### src/rtl/ram_ctrl_pkg.sv
// ============================================================================
// ram_ctrl_pkg : RAM command opcodes and arbiter FSM state type. Rev 1.0
// ============================================================================
`default_nettype none

package ram_ctrl_pkg;

  localparam logic [1:0] c_op_waddr = 2'b00;
  localparam logic [1:0] c_op_wdata = 2'b01;
  localparam logic [1:0] c_op_raddr = 2'b10;
  localparam logic [1:0] c_op_rdata = 2'b11;

  typedef enum logic [2:0] {
    ST_IDLE    = 3'd0,
    ST_ADDR    = 3'd1,
    ST_DATA    = 3'd2,
    ST_WAIT_RD = 3'd3,
    ST_RESP    = 3'd4
  } state_t;

endpackage

`default_nettype wire

### src/rtl/rr_arb2.sv
// ============================================================================
// rr_arb2 : two-way round-robin grant; last grant resets to requester 1. Rev 1.0
// ============================================================================
`default_nettype none

module rr_arb2 (
  input  logic       clk,
  input  logic       rst_n,
  input  logic [1:0] req,
  input  logic       update,
  output logic [1:0] grant
);

  logic r_last;

  // On contention favour whichever requester did not win last time.
  always_comb begin
    grant = req;
    if (req == 2'b11) grant = r_last ? 2'b01 : 2'b10;
  end

  always_ff @(posedge clk or negedge rst_n) begin
    if (!rst_n) begin
      r_last <= 1'b1;
    end else if (update && (grant != 2'b00)) begin
      r_last <= grant[1];
    end
  end

endmodule

`default_nettype wire

### src/rtl/ram_arbiter.sv
// ============================================================================
// ram_arbiter : arbitrates two requesters onto a command-word RAM port. Rev 1.0
// ============================================================================
`default_nettype none

module ram_arbiter #(
  parameter int RD_TIMEOUT = 16
) (
  input  logic       clk,
  input  logic       rst_n,
  input  logic       req0_valid,
  output logic       req0_ready,
  input  logic       req0_we,
  input  logic [7:0] req0_addr,
  input  logic [7:0] req0_wdata,
  input  logic       req1_valid,
  output logic       req1_ready,
  input  logic       req1_we,
  input  logic [7:0] req1_addr,
  input  logic [7:0] req1_wdata,
  output logic       rsp0_valid,
  output logic [7:0] rsp0_rdata,
  output logic       rsp0_err,
  output logic       rsp1_valid,
  output logic [7:0] rsp1_rdata,
  output logic       rsp1_err,
  output logic [9:0] ram_din,
  output logic       ram_rx_valid,
  input  logic [7:0] ram_dout,
  input  logic       ram_tx_valid
);

  import ram_ctrl_pkg::*;

  localparam logic [7:0] c_cnt_last = 8'(RD_TIMEOUT - 1);

  state_t      r_state;
  state_t      w_next;
  logic        r_id;
  logic        r_we;
  logic [7:0]  r_addr;
  logic [7:0]  r_wdata;
  logic [7:0]  r_rdata;
  logic        r_err;
  logic [7:0]  r_cnt;
  logic [1:0]  w_grant;
  logic        w_accept;
  logic        w_timeout;

  assign w_accept  = (r_state == ST_IDLE) && (req0_valid || req1_valid);
  assign w_timeout = (r_cnt == c_cnt_last);

  rr_arb2 u_arb (
    .clk    (clk),
    .rst_n  (rst_n),
    .req    ({req1_valid, req0_valid}),
    .update (w_accept),
    .grant  (w_grant)
  );

  always_comb begin
    w_next       = r_state;
    req0_ready   = 1'b0;
    req1_ready   = 1'b0;
    ram_din      = 10'h000;
    ram_rx_valid = 1'b0;
    rsp0_valid   = 1'b0;
    rsp1_valid   = 1'b0;
    case (r_state)
      ST_IDLE: begin
        req0_ready = w_grant[0];
        req1_ready = w_grant[1];
        if (w_accept) w_next = ST_ADDR;
      end
      ST_ADDR: begin
        ram_din      = {(r_we ? c_op_waddr : c_op_raddr), r_addr};
        ram_rx_valid = 1'b1;
        w_next       = ST_DATA;
      end
      ST_DATA: begin
        ram_rx_valid = 1'b1;
        if (r_we) begin
          ram_din = {c_op_wdata, r_wdata};
          w_next  = ST_RESP;
        end else begin
          ram_din = {c_op_rdata, 8'h00};
          w_next  = ST_WAIT_RD;
        end
      end
      ST_WAIT_RD: begin
        if (ram_tx_valid || w_timeout) w_next = ST_RESP;
      end
      ST_RESP: begin
        rsp0_valid = ~r_id;
        rsp1_valid = r_id;
        w_next     = ST_IDLE;
      end
      default: w_next = ST_IDLE;
    endcase
  end

  // Response payload is only visible on the pulsing requester's port.
  assign rsp0_rdata = rsp0_valid ? r_rdata : 8'h00;
  assign rsp1_rdata = rsp1_valid ? r_rdata : 8'h00;
  assign rsp0_err   = rsp0_valid & r_err;
  assign rsp1_err   = rsp1_valid & r_err;

  always_ff @(posedge clk or negedge rst_n) begin
    if (!rst_n) begin
      r_state <= ST_IDLE;
      r_id    <= 1'b0;
      r_we    <= 1'b0;
      r_addr  <= 8'h00;
      r_wdata <= 8'h00;
      r_rdata <= 8'h00;
      r_err   <= 1'b0;
      r_cnt   <= 8'h00;
    end else begin
      r_state <= w_next;
      case (r_state)
        ST_IDLE: begin
          if (w_accept) begin
            r_id    <= w_grant[1];
            r_we    <= w_grant[1] ? req1_we    : req0_we;
            r_addr  <= w_grant[1] ? req1_addr  : req0_addr;
            r_wdata <= w_grant[1] ? req1_wdata : req0_wdata;
          end
        end
        ST_DATA: begin
          r_cnt   <= 8'h00;
          r_rdata <= 8'h00;
          r_err   <= 1'b0;
        end
        ST_WAIT_RD: begin
          r_cnt <= r_cnt + 8'h01;
          // Data arriving on the final wait cycle still wins over the timeout.
          if (ram_tx_valid) r_rdata <= ram_dout;
          else if (w_timeout) r_err <= 1'b1;
        end
        default: ;
      endcase
    end
  end

endmodule

`default_nettype wire

### config.mk
export PLATFORM = sky130hd
export DESIGN_NAME = ram_arbiter
export DESIGN_NICKNAME = d
export VERILOG_FILES = /design/src/rtl/ram_ctrl_pkg.sv /design/src/rtl/rr_arb2.sv /design/src/rtl/ram_arbiter.sv
export SDC_FILE = /design/constraint.sdc
export NUM_CORES = 1
export LEC_CHECK = 0
export CORE_MARGIN = 2
export CORE_UTILIZATION = 30
export DETAILED_ROUTE_END_ITERATION = 16
export HOLD_SLACK_MARGIN = 0.06
export SLEW_MARGIN = 20
export SYNTH_ARGS = -nofsm -noshare
export SYNTH_HDL_FRONTEND = slang
export SYNTH_SLANG_ARGS = --single-unit
export TNS_END_PERCENT = 50
### constraint.sdc
create_clock -name clk -period 3.4 [get_ports clk]
set_input_delay 1.02 -clock clk [delete_from_list [all_inputs] [get_ports clk]]
set_output_delay 1.02 -clock clk [all_outputs]
set_load 0.01 [all_outputs]
Yosys cells after proc, flatten, opt, wreduce, memory -nomap -nowiden
Index checks and enable logic that the tools add are counted.
Storage, ports and cells
  flip-flop bits (word level): 39
  logic and storage cells: 61
Cells by class
  $add $sub $neg: 1
  equality and inequality tests: 11
  multiplexer cells: 25
  bitwise logic cells: 3
  reductions and logical operators: 12
Operator list (number)
  2-to-1 mux 8 bit: 5
  case mux 8 bit (2 select lines): 2
  case mux 10 bit (2 select lines): 1
  case mux 3 bit (4 select lines): 1
  2-to-1 mux 10 bit: 1
  2-to-1 mux 3 bit: 3
  adder 8 x 1 -> 8 bit, second input constant: 1
  equality test 8 x 4 -> 1 bit, second input constant: 1
  2-to-1 mux 1 bit: 8
  != test 2 bit, second input constant: 4
  equality test 3 x 2 -> 1 bit, second input constant: 2
  2-to-1 mux 2 bit: 3
  AND reduction 2 bit: 3
  nonzero test 2 bit: 2
  equality test 3 x 1 -> 1 bit, second input constant: 1
  equality test 3 bit, second input constant: 1
  logical NOT 3 bit: 1
  AND reduction 3 bit: 1
  bitwise AND 1 bit: 2
  equality test 2 bit, second input constant: 1
  logical AND 1 bit: 2
  logical OR 1 bit: 2
  != test 2 x 1 -> 1 bit, second input constant: 1
  case mux 1 bit (2 select lines): 1
  other kinds (2): 2

Logic depth before layout (Yosys ltp)
  word-level depth: 4
  depth in mapped cells: 6
  depth with buffers taken out: 4

Modules after synthesis
From an unflattened synthesis, not the netlist that was laid out.
Second synthesis, totals
  cell total of the unflattened synthesis: 214
  area, all modules: 2364.8 sq um
Modules (own cells, without submodules)
  ram_arbiter: times used 1, cells each 208, area an instance 2308.5 sq um, seq. area each 950.9 sq um
  rr_arb2: times used 1, cells each 6, area an instance 56.3 sq um, seq. area each 26.3 sq um

Worst setup path before layout
Ideal clock, no wire load.
  path kind: input to output
  start point: in req1_valid
  end point: out req1_ready
  arrival time: 1683 ps
  path slack: 697 ps
  stages on the path: 3
  cell sequence: a21boi_4 > buf_6 > and2_1
Between the ends
  word-level cells in the longest chain between the ends: 3
RTL lines
  from (decl): RTL line ram_arbiter.sv:16  | input logic req1_valid,
  equality test 2 bit: RTL line rr_arb2.sv:19  | if (req == 2'b11) grant = r_last ? 2'b01 : 2'b10;
  2-to-1 mux 2 bit (*): RTL line rr_arb2.sv:19
  2-to-1 mux 1 bit (*): RTL line ram_arbiter.sv:69  | case (r_state)
  to (decl): RTL line ram_arbiter.sv:17  | output logic req1_ready,
Mark *: on every way between the ends. The rest lies on a longest branch, timed or not.

Final worst setup path
  start point: in req0_valid
  end point: out req0_ready
Between the ends
  word-level cells in the longest chain between the ends: 3
RTL lines
  from (decl): RTL line ram_arbiter.sv:11  | input logic req0_valid,
  equality test 2 bit: RTL line rr_arb2.sv:19
  2-to-1 mux 2 bit (*): RTL line rr_arb2.sv:19
  2-to-1 mux 1 bit (*): RTL line ram_arbiter.sv:69
  to (decl): RTL line ram_arbiter.sv:12  | output logic req0_ready,
Marks and branches as above.

==> flow_summary_export.csv <==
group,metric,value,unit
run_status,status,"completed",
run,drv_cap,0,
power_and_ir_drop,ir_worst_vdd,0.000456,V
detailed_routing,vias_per_cell,4.93,
setup_path,cpPeakStageDelay,550,ps
clock_network,htreeDepth,2,
setup_path,cp-startpoint,"req0_valid",
sta,maxSlewHeadroom,0.410,
layout,multiInputGateArea,0.00124,mm2
clock_network,root_buffer,"clkbuf_8",
setup_path,rr_endpoint,"r_wdata[3]",
clock_network,post_cts_buffers,0,
clock_network,cts-buffers-inserted,5,
clock_network,insertion_delay,290,ps
floorplan,core_area,0.00769,mm2
clock_network,cts_buffer_depth,2,
detailed_routing,drc_errors,0,
synthesis,synth_nets,262,
synthesis,postSynthAreaPerCell,11.0,um2
global_routing,grt.overflow.total,0,
setup_path,crit_buf_inv,2,
layout,fin_cells,395,
global_routing,grt_max_degree,40,
setup_path,crit_path_end_kind,"output port",
synthesis,ys_async_sr_fraction,1.00,
global_routing,grt_first_pass_wirelength,9090,um
synthesis,yosysTopAreaCellShare,0.404,
synthesis,synthCells,214,
layout,area_delta_synth_final,41.7,%
synthesis,synth_largest_area_cell,"dfrtp_1",
sta,fmax,301,MHz
power_and_ir_drop,total_power,2.48,mW
setup_path,crit_end,"req0_ready",
synthesis,netlist_area,0.00236,mm2
sta,fin_skew,8.95,ps
sta,finalCritPeriodShare,0.978,
detailed_routing,ant_nets,0,
setup_path,path_max_fanout,3,
layout,layout-drive-gt1-share,0.184,
sta,finalMaxSlewViolations,0,
floorplan,fp.dieH,92.6,um
sta,post-route-min-period,3320,ps
synthesis,seq_area_frac_synth,0.415,
setup_path,crit_family,"buffers and inverters",
synthesis,ys.flop_type,"dfrtp_1",
setup_path,r2r_cells,5,
setup_path,r2r_slack,1570,ps
layout,nets,340,
sta,rsz0062_at_grt,"no",
floorplan,row_count,32,
detailed_routing,first_pass_iters,5,
setup_path,worst-setup-path-type,"in2out",
setup_path,start_kind,"input pin",
clock_network,clock_sinks,39,
synthesis,yosys-top-cells-area,"dfrtp_1, mux2_4, mux2_2, a22o_1, and2_1",
layout,final_area,0.00334,mm2
detailed_routing,avgRoutedWirePerCell,14.8,um
layout,diodes,0,
place,placed_cells,387,
setup_path,rr_startpoint,"r_state[2]",
place,routabilityCongestion,0.729,
detailed_routing,drtIter0Drc,71,
floorplan,dieArea,0.00858,mm2
sta,setup_violations,0,
layout,fillCellCount,763,
synthesis,synth_warnings,0,
floorplan,die_w,92.6,um
setup_path,crit_chain,"clkdlybuf4s50_1, nand2_1, a21oi_1, clkdlybuf4s50_1",
sta,worst_slew_pin_slew,885,ps
min_path,min_path_type,"reg2reg",
setup_path,critPathSlowestCell,"clkdlybuf4s50_1",
detailed_routing,vias,1946,
synthesis,ys_seq_elements,39,
place,placed_cell_area,0.00322,mm2
clock_network,clk_pin_slew,80,ps
global_routing,grt_pass1_vias,1797,
power_and_ir_drop,leakagePower,1.41,nW
place,io_buffers,79,
global_routing,grt_usage,0.134,
place,dp_hpwl,4270,um
setup_path,cpMostUsedCell,"clkdlybuf4s50_1",
sta,hold_ws,512,ps
detailed_routing,routed_wl,5840,um
global_routing,antenna_found_initial,0,
floorplan,boundaryPins,80,
setup_path,crit_cells,4,
power_and_ir_drop,p_per_area,742,mW/mm2
synthesis,synth_edf_count,0,
synthesis,synthDistinctLibCells,47,
layout,regArea,977,um2
clock_network,cts_tree,"done",
setup_path,worstPathRequired,2380,ps
setup_path,arrival,2300,ps
floorplan,start_util,0.306,
sta,hold_violations,0,
==> metal layers <==
metal | up-vias | global-route usage | wire length [um]
met5 | - | 0 | 0
met1 | 959 | 0.180 | 2700
met3 | 2 | 0.0269 | 209
met2 | 40 | 0.223 | 2890
met4 | 0 | 0.0355 | 44
li1 | 945 | - | -
==> cell usage in the layout, fill, tap and decap left out, drive strengths merged, types with 2 or more instances in the layout <==
| cell type | Yosys | final |
|---|---|---|
| clkdlybuf4s50 | 0 | 77 |
| dfrtp | 38 | 38 |
| mux2 | 33 | 33 |
| and2 | 19 | 19 |
| a22o | 17 | 17 |
| nor2 | 12 | 12 |
| buf | 14 | 10 |
| nand2 | 9 | 9 |
| a22oi | 8 | 8 |
| clkbuf | 3 | 6 |
| a21oi | 5 | 5 |
| nand3 | 5 | 5 |
| inv | 4 | 4 |
| and3 | 3 | 3 |
| o21ai | 3 | 3 |
| nand3b | 3 | 3 |
| o211ai | 3 | 3 |
| mux2i | 3 | 3 |
| nor3 | 3 | 3 |
| and3b | 2 | 2 |
| a31oi | 2 | 2 |
| o21a | 2 | 2 |
| a211oi | 2 | 2 |
| nand4 | 2 | 2 |
| o311ai | 2 | 2 |
| clkinv | 1 | 2 |
==> repair_timing <==
item	4_1_cts	5_1_grt
gates resized for setup	1	0
setup endpoints to repair	1	0
hold buffers	0	0
==> power by group <==
| group | leakage, nW | switching [mW] | internal, mW |
|---|---|---|---|
| clock network | 0.0612 | 0.170 | 0.238 |
| logic | 0.864 | 0.520 | 0.681 |
| registers | 0.489 | 0.200 | 0.668 |
==> flip-flops by register name, summed over array words and instances, names as in the netlist <==
register / cells
r_state: 3
r_wdata: 8
r_err: 1
r_we: 1
u_arb.r_last: 1
r_rdata: 8
r_cnt: 8
r_id: 1
r_addr: 8
==> metrics by stage <==
stage / setup TNS [ps] / util / setup slack, ps
6_report: 0 / 0.434 / 75.2
5_1_grt: 0 / 0.434 / 33.0
4_1_cts: 0 / 0.434 / 67.6
3_5_place_dp: -69.3 / 0.419 / -69.3
3_3_place_gp: -38.0 / 0.419 / -38.0
2_1_floorplan: 0 / - / 697
==> cell type report <==
cell class,count,area share
clock buffers,6,0.0247
flip-flops and latches,39,0.293
multi-input cells,153,0.373
inverters,5,0.00562
clock inverters,2,0.0105
well taps,102,0.0382
repair buffers,88,0.255
==> worst min path at each step <==
| stage | startpoint | end | slack (ps) | depth (start not counted) |
|---|---|---|---|---|
| floorplan | r_err | r_err | 470 | 2 |
| global placement | r_wdata[3] | r_wdata[3] | 490 | 1 |
| detailed placement | r_wdata[2] | r_wdata[2] | 500 | 1 |
| CTS | r_wdata[2] | r_wdata[2] | 520 | 1 |
| global route | r_wdata[0] | r_wdata[0] | 520 | 1 |
| finish | r_wdata[3] | r_wdata[3] | 510 | 1 |
==> cells by family (layout without fill, tap and decap cells) <==
logic type	after synthesis	after routing	share of synthesized area
AND/OR/NAND/NOR	64	64	0.154
XOR/XNOR	1	1	0.00372
adder cells (fa/ha/maj)	1	1	0.00531
buffers and inverters	22	101	0.0568
multiplexers	36	36	0.196
AO/OA/AOI/OAI	51	51	0.169
flip-flops	39	39	0.415
==> Yosys cell counts, types with 3 or more instances <==
cell type  instances
nor2_1            12
a22o_1            17
nand2_1            9
o211ai_1           3
mux2_2            17
buf_6              3
inv_1              4
dfrtp_1           38
nand3_1            5
and3_1             3
buf_2              9
mux2_4            16
a22oi_1            8
and2_1            19
mux2i_1            3
o21ai_0            3
a21oi_1            5
nand3b_1           3
Note: power is estimated with default switching activity, not from simulation.
